File: config.mk
export PLATFORM = sky130hd
export DESIGN_NAME = ifetcher
export DESIGN_NICKNAME = d
export VERILOG_FILES = /design/src/rtl/ifetcher.sv
export SDC_FILE = /design/constraint.sdc
export NUM_CORES = 1
export LEC_CHECK = 0
export BUFFER_PORTS_ARGS = -buffer_cell sky130_fd_sc_hd__buf_2
export CAP_MARGIN = 20
export CORE_ASPECT_RATIO = 0.8
export CORE_MARGIN = 1
export CORE_UTILIZATION = 60
export DETAILED_ROUTE_END_ITERATION = 16
export GPL_TIMING_DRIVEN = 1
export PLACE_DENSITY = 0.81
export SYNTH_ARGS = -nofsm -noshare
export SYNTH_HDL_FRONTEND = slang
export SYNTH_SLANG_ARGS = --single-unit
File: constraint.sdc
create_clock -name clk -period 7.1 [get_ports clk]
set_input_delay 0.355 -clock clk [delete_from_list [all_inputs] [get_ports clk]]
set_output_delay 0.355 -clock clk [all_outputs]
set_load 0.03 [all_outputs]
File: src/rtl/ifetcher.sv
// Instruction fetch stage: issues pc to the I-cache, predicts the next pc from the
// returned word, and hands instructions to decode with a one-entry stall buffer.
module ifetcher (
    input  logic        clk,
    input  logic        rst,
    input  logic        rdy,
    output logic        IC_addr_sgn,
    output logic [31:0] IC_addr,
    input  logic        IC_val_sgn,
    input  logic [31:0] IC_val,
    input  logic        ID_stall,
    output logic        ID_inst_sgn,
    output logic [31:0] ID_inst,
    output logic [31:0] ID_pc,
    output logic        ID_pred_jump,
    input  logic        ROB_clr,
    input  logic [31:0] ROB_pc
);
    localparam logic [1:0] S_FETCH = 2'd0;
    localparam logic [1:0] S_HOLD  = 2'd1;
    localparam logic [1:0] S_DROP  = 2'd2;

    localparam logic [6:0] OP_JAL    = 7'b1101111;
    localparam logic [6:0] OP_BRANCH = 7'b1100011;

    logic [1:0]  state;
    logic [31:0] pc;
    logic [31:0] hold_inst;
    logic [31:0] hold_pc;
    logic [31:0] hold_npc;
    logic        hold_pred;

    logic [31:0] j_imm;
    logic [31:0] b_imm;
    logic [31:0] npc;
    logic        pred;

    // Static prediction: JAL always taken, conditional branches taken only when backward.
    always_comb begin
        j_imm = {{11{IC_val[31]}}, IC_val[31], IC_val[19:12], IC_val[20], IC_val[30:21], 1'b0};
        b_imm = {{19{IC_val[31]}}, IC_val[31], IC_val[7], IC_val[30:25], IC_val[11:8], 1'b0};
        npc   = pc + 32'd4;
        pred  = 1'b0;
        if (IC_val[6:0] == OP_JAL) begin
            npc  = pc + j_imm;
            pred = 1'b1;
        end else if (IC_val[6:0] == OP_BRANCH && IC_val[31]) begin
            npc  = pc + b_imm;
            pred = 1'b1;
        end
    end

    assign IC_addr_sgn = (state == S_FETCH);
    assign IC_addr     = pc;

    always_ff @(posedge clk) begin
        if (rst) begin
            state        <= S_FETCH;
            pc           <= 32'd0;
            ID_inst_sgn  <= 1'b0;
            ID_inst      <= 32'd0;
            ID_pc        <= 32'd0;
            ID_pred_jump <= 1'b0;
            hold_inst    <= 32'd0;
            hold_pc      <= 32'd0;
            hold_npc     <= 32'd0;
            hold_pred    <= 1'b0;
        end else if (rdy) begin
            ID_inst_sgn <= 1'b0;
            if (ROB_clr) begin
                // Flush wins over any response or held word arriving this cycle.
                state     <= S_DROP;
                pc        <= ROB_pc;
                hold_inst <= 32'd0;
                hold_pc   <= 32'd0;
                hold_npc  <= 32'd0;
                hold_pred <= 1'b0;
            end else begin
                case (state)
                    S_FETCH: begin
                        if (IC_val_sgn && !ID_stall) begin
                            ID_inst_sgn  <= 1'b1;
                            ID_inst      <= IC_val;
                            ID_pc        <= pc;
                            ID_pred_jump <= pred;
                            pc           <= npc;
                        end else if (IC_val_sgn) begin
                            state     <= S_HOLD;
                            hold_inst <= IC_val;
                            hold_pc   <= pc;
                            hold_npc  <= npc;
                            hold_pred <= pred;
                        end
                    end
                    S_HOLD: begin
                        if (!ID_stall) begin
                            state        <= S_FETCH;
                            ID_inst_sgn  <= 1'b1;
                            ID_inst      <= hold_inst;
                            ID_pc        <= hold_pc;
                            ID_pred_jump <= hold_pred;
                            pc           <= hold_npc;
                        end
                    end
                    default: state <= S_FETCH;
                endcase
            end
        end
    end
endmodule

==> metrics.cfg, run 1 <==
[status]
status=complete, no violations

[layout]
antenna_cells=0
drive_gt1_frac=0.1494
synthToLayoutAreaGrowth_pct=11.52
final_nets=1750

[die]
initial_core_util=0.6207
core_area_mm2=0.01920
die_x_um=159.6
pin_count=169
die_area_mm2=0.02043
dieHeight_um=128.1
rows=45

[power]
power_uw=2862
powerDensity_mw_per_mm2=215.4
p_leak_uw=0.005360
ir_worst_vdd_v=0.0001250

[global_routing]
grt.overflow.total=0
track_usage=0.3808
antenna_found_initial=1
grt_first_pass_wirelength_mm=61.69
grt_pass1_vias=11340
grt_max_degree=103

[yosys]
synth_edf_count=0
avgSynthCellArea_um2=7.635
synthFlopType=dfxtp_1
synth_cell_type_count=88
synth_nets=1677
ys_ff_latch=196
synth_area_mm2=0.01192
syn_inst=1561
yosysSeqAreaShare=0.3292
synthArstFlopShare=0
yosys_warnings=0

[route]
drtAntennaViolNets=0
viasPerCell=6.646
drt-total-wl_mm=39.68
routed-via-count=12660
post_drt_wl_per_cell_um=20.83
drt-pass1-iter-count=6
drc_errors=0
first_iter_violations=1848

[setup_path]
critPathBufInv=0
worstPathArrival_ps=3910
worstPathMaxFanout=12
worstSetupPathType=flip-flop to flip-flop
slowest_delay_ps=700
cp.required_ps=7450
critPathSlowestCell=dfxtp_1
crit_path_start_kind=flip-flop
worstPathCellList=ha_1 > a211oi_1 > o21bai_1 > a21oi_2 > o22ai_1 > o31ai_2 > nand3b_1 > nand3_1 > a311o_1 > o21a_1
crit_family=compound AO/OA/AOI/OAI gates
end_kind=flip-flop

[sta]
rsz0062_at_grt=no
finalHoldViolCount=0
fin_setup_tns_ps=0
period_share=0.5012
slew_violations=0
max_slew_margin=0.2299
clock.fmax_mhz=281.0
min_period_ps=3559
worst_clock_skew_ps=21.08
tightest_slew_ps=1155
setup_violations=0

[cts]
cts_buffers=17
cts_sinks=196
clkTransAtPathRegs_ps=80
cts_htree_levels=4
cts_tree=yes
worstSkewPairLatency_ps=450
clockBufferDepth=2
clk_root_buffer_cell=clkbuf_16
post_cts_resized=0
hold_buffers=0
postCtsSetupRepairBufs=0

[flow_run]
drv_cap=0

[worst_hold_path]
hp-class=input port to flip-flop

[placement]
gp_congestion=0.9930
hpwl_mm=27.58
port_buffers=168

## cells by family after synthesis
| family | Yosys count | share of synthesized area |
|---|---|---|
| buffers and inverters | 147 | 0.05512 |
| muxes | 6 | 0.005040 |
| xor gates and xnor gates | 46 | 0.03381 |
| adders and majority gates | 46 | 0.04955 |
| and+or+nand+nor | 631 | 0.2340 |
| DFF | 196 | 0.3292 |
| AOI/OAI and AO/OA | 489 | 0.2932 |
## sequential cells by signal, summed over array words and instances, names as in the netlist
name and flops:
ID_inst_sgn 1, IC_addr 32, hold_inst 32, hold_npc 31, hold_pc 32, ID_pc 32, ID_pred_jump 1, hold_pred 1
state 2, ID_inst 32
## through the flow
step / instances / setup WS, ps / instance area, um^2 / hold slack (ps) / util
after global placement: 1873 / 3691 / 12670 / 430.4 / 0.6598
after floorplan: 1561 / 4170 / 11920 / 421.5 / -
after detailed placement: 1873 / 3655 / 12670 / 438.3 / 0.6598
after CTS: 1905 / 3656 / 13290 / 191.4 / 0.6922
after global routing: 1905 / 3303 / 13290 / 212.6 / 0.6922
final: 1905 / 3541 / 13290 / 202.0 / 0.6922
## cells in the final DEF, fill, tap and decap left out, drive strengths merged, types with 21 or more instances in the layout
cell type and instances:
dfxtp 196, a21o 29, nand4 25, a211oi 24, ha 44, a22oi 84
a21oi 84, a311oi 67, buf 187, nand2 232, nor2 221, nor3 30
or3 21, xnor2 24, o21ai 80, xor2 22, nand3 33, inv 21
## worst reg2reg max path, cell delays in order (launching register included)
cell and delay (ps):
dfxtp_1 700, ha_1 360, a211oi_1 340, o21bai_1 160
a21oi_2 280, o22ai_1 220, o31ai_2 580, nand3b_1 190
nand3_1 90, a311o_1 370, o21a_1 190
## area by class of cell
| cell class | count | area, um^2 |
|---|---|---|
| timing repair buffer | 187 | 989.7 |
| clock buffer | 17 | 425.4 |
| tap | 258 | 322.8 |
| fill | 1593 | 5909 |
| clock inverter | 15 | 196.4 |
| multi-input combinational | 1218 | 7380 |
| sequential | 196 | 3924 |
| inverter | 14 | 52.55 |
## report_power, final
group	leakage, uW	internal [uW]	switching, uW
registers	0.00160	1140	59.2
logic	0.00347	215	446
clock network	0.000299	485	516
total	0.00536	1840	1020
## cell usage after synthesis, types with 21 or more instances
library cell / n / share of area
a21o_1: 27 / 0.017
a311oi_1: 67 / 0.049
a22oi_1: 84 / 0.053
a211oi_1: 22 / 0.014
xnor2_1: 24 / 0.018
nand3_1: 33 / 0.014
xor2_1: 22 / 0.016
a21oi_1: 83 / 0.035
nand2_1: 232 / 0.073
or3_1: 21 / 0.011
nor3_1: 29 / 0.012
nand4_1: 25 / 0.013
ha_1: 44 / 0.046
o21ai_0: 54 / 0.023
o21ai_1: 26 / 0.011
clkbuf_1: 98 / 0.031
nor2_1: 220 / 0.069
dfxtp_1: 196 / 0.33
## final timing paths
kind                     start            end  slack (ps)  depth (start not counted)
hold / removal      IC_val[10]  hold_inst[10]         200                          3
setup / recovery    IC_addr[2]    IC_addr[26]        3540                         10
setup reg to reg    IC_addr[2]    IC_addr[26]        3540                         10
hold reg to reg   hold_npc[20]   hold_npc[20]         450                          2
## layer usage
metal	vias to the layer above	GRT usage	routed length [um]
li1	5869	-	-
met1	5932	0.5501	17380
met2	766	0.5448	16340
met3	91	0.09867	4859
met4	2	0.1301	1091
met5	-	0	13
Power figures use the tool's default switching activity.
==> inputs of run 2 (changes only) <==
--- a/config.mk
+++ b/config.mk
@@ -9,10 +9,10 @@
 export CAP_MARGIN = 20
 export CORE_ASPECT_RATIO = 0.8
 export CORE_MARGIN = 1
-export CORE_UTILIZATION = 60
+export CORE_UTILIZATION = 58
 export DETAILED_ROUTE_END_ITERATION = 16
 export GPL_TIMING_DRIVEN = 1
-export PLACE_DENSITY = 0.81
+export PLACE_DENSITY = 0.79
 export SYNTH_ARGS = -nofsm -noshare
 export SYNTH_HDL_FRONTEND = slang
 export SYNTH_SLANG_ARGS = --single-unit
==> constraint.sdc (replaced) <==
create_clock -name clk -period 3.45 [get_ports clk]
set_input_delay 0.1725 -clock clk [delete_from_list [all_inputs] [get_ports clk]]
set_output_delay 0.1725 -clock clk [all_outputs]
set_load 0.03 [all_outputs]
==> metrics.cfg, run 2 (synthesized netlist as in run 1, its figures left out) <==
[layout]
drive_gt1_frac=0.1715
final-seq-area_mm2=0.003924
final_nets=1794
mostFrequentLayoutCells=232 x nand2_1, 219 x nor2_1, 196 x dfxtp_1, 167 x buf_2, 84 x a22oi_1
antenna_cells=0
final.fill_count=1707
multi_input_area_mm2=0.007380
final_common_cell=nand2_1
design_area_mm2=0.01369
synthToLayoutAreaGrowth_pct=14.91

[sta]
setup_violations=0
period_share=0.9583
max_slew_margin=0.3114
worst_clock_skew_ps=27.81
finalHoldViolCount=0
min_period_ps=3306
hold_ws_ps=14.45
setup_slack_ps=143.7
rsz0062_at_grt=yes
fin_setup_tns_ps=0
tightest_slew_ps=1032
clock.fmax_mhz=302.5
slew_violations=0

[cts]
cts_buffers=17
cts_htree_levels=4
cts_tree=yes
clockBufferDepth=2
hold_buffers=0
clk_root_buffer_cell=clkbuf_16
cts_sinks=196
worstSkewPairLatency_ps=450
clkTransAtPathRegs_ps=80

[worst_hold_path]
hp-class=input port to flip-flop
holdPathStages=3
whs_endpoint=ID_inst[4]
min_from=IC_val[4]

[global_routing]
track_usage=0.3773
grt.overflow.total=0
grt_pass1_vias=11070
grt_max_degree=100
grt_first_pass_wirelength_mm=62.06
antenna_found_initial=2

[placement]
gp_congestion=1.011
dpl_worst_slack_ps=232.8
postPlaceCellArea_mm2=0.01304
hpwl_mm=28.96
port_buffers=168

[setup_path]
worstSetupPathType=flip-flop to flip-flop
worstPathMaxFanout=7
rr_worst_depth=11
crit_path_start_kind=flip-flop
cp.required_ps=3730
end_kind=flip-flop
r2r_end=IC_addr[17]
reg2reg_slack_ps=140
timing.rr.start=IC_addr[1]
worstPathArrival_ps=3580

[flow_run]
drv_cap=0

[route]
routed-via-count=12940
viasPerCell=6.620
drtAntennaViolNets=0
drt-pass1-iter-count=6
post_drt_wl_per_cell_um=20.90
drc_errors=0
drt-total-wl_mm=40.86
first_iter_violations=1802

[die]
pin_count=169
die_x_um=162.3
initial_core_util=0.5967
rows=46
dieHeight_um=130.2
core_area_mm2=0.01997
die_area_mm2=0.02113

[power]
powerDensity_mw_per_mm2=442.1
p_leak_uw=0.005605
ir_worst_vdd_v=0.0004056

[status]
status=complete, no violations

## run 2: cell count changes in the layout (fill, tap and decap cells not counted), sizes merged
cell / before / now
bufinv: 0 / 1
buf: 187 / 231
clkinv: 8 / 7
## run 2: through the flow
stage	cells	power, uW	utilization
after global placement	1923	3877	0.6531
after detailed placement	1923	3886	0.6531
after floorplan	1561	3427	-
after global routing	1955	6263	0.6857
final	1955	6055	0.6857
after CTS	1955	6014	0.6857
## run 2: how the worst max path moves through the flow
stage	start	to	slack, ps	cells past startpoint
6_report	IC_addr[1]	IC_addr[17]	140	11
5_1_grt	IC_addr[1]	IC_addr[29]	-30	11
4_1_cts	IC_addr[1]	IC_addr[17]	230	11
3_5_place_dp	IC_addr[1]	IC_addr[17]	230	11
3_3_place_gp	IC_addr[1]	IC_addr[17]	320	11
2_1_floorplan	IC_addr[2]	IC_addr[26]	520	10
## run 2: per-layer routing
metal	track usage	vias up	wire length (um)
li1	-	5964	-
met1	0.5434	6009	17430
met2	0.5204	880	16260
met3	0.1376	87	6184
met4	0.1027	2	937
met5	0	-	41
## run 2: area by class of cell
class / instances / share of cell area
Multi-Input combinational cell: 1218 / 0.5389
Sequential cell: 196 / 0.2865
Timing Repair Buffer: 231 / 0.09913
Clock buffer: 17 / 0.03106
Tap cell: 264 / 0.02412
Clock inverter: 15 / 0.01645
Inverter: 14 / 0.003837
## run 2: critical path: stages (launching register included)
cell and delay [ps]:
dfxtp_1 390, ha_1 250, fa_1 410, a21oi_1 240, o211ai_1 130, a21oi_1 320, nor2_1 130, a31oi_1 470
xnor2_1 140, o221a_1 290, a221oi_1 260, a211oi_1 120
## run 2: power by group
part           leakage, uW  total, uW  internal, uW  switching (uW)
sequential         0.00160       2430          2350            83.4
clock             0.000312       2160          1080            1080
combinational      0.00370       1460           485             978
## run 2: what timing repair did
item                                    4_1_cts  5_1_grt
endpoints found under the setup margin        0        4
gates resized for setup                       0        0
buffers inserted                              0        0
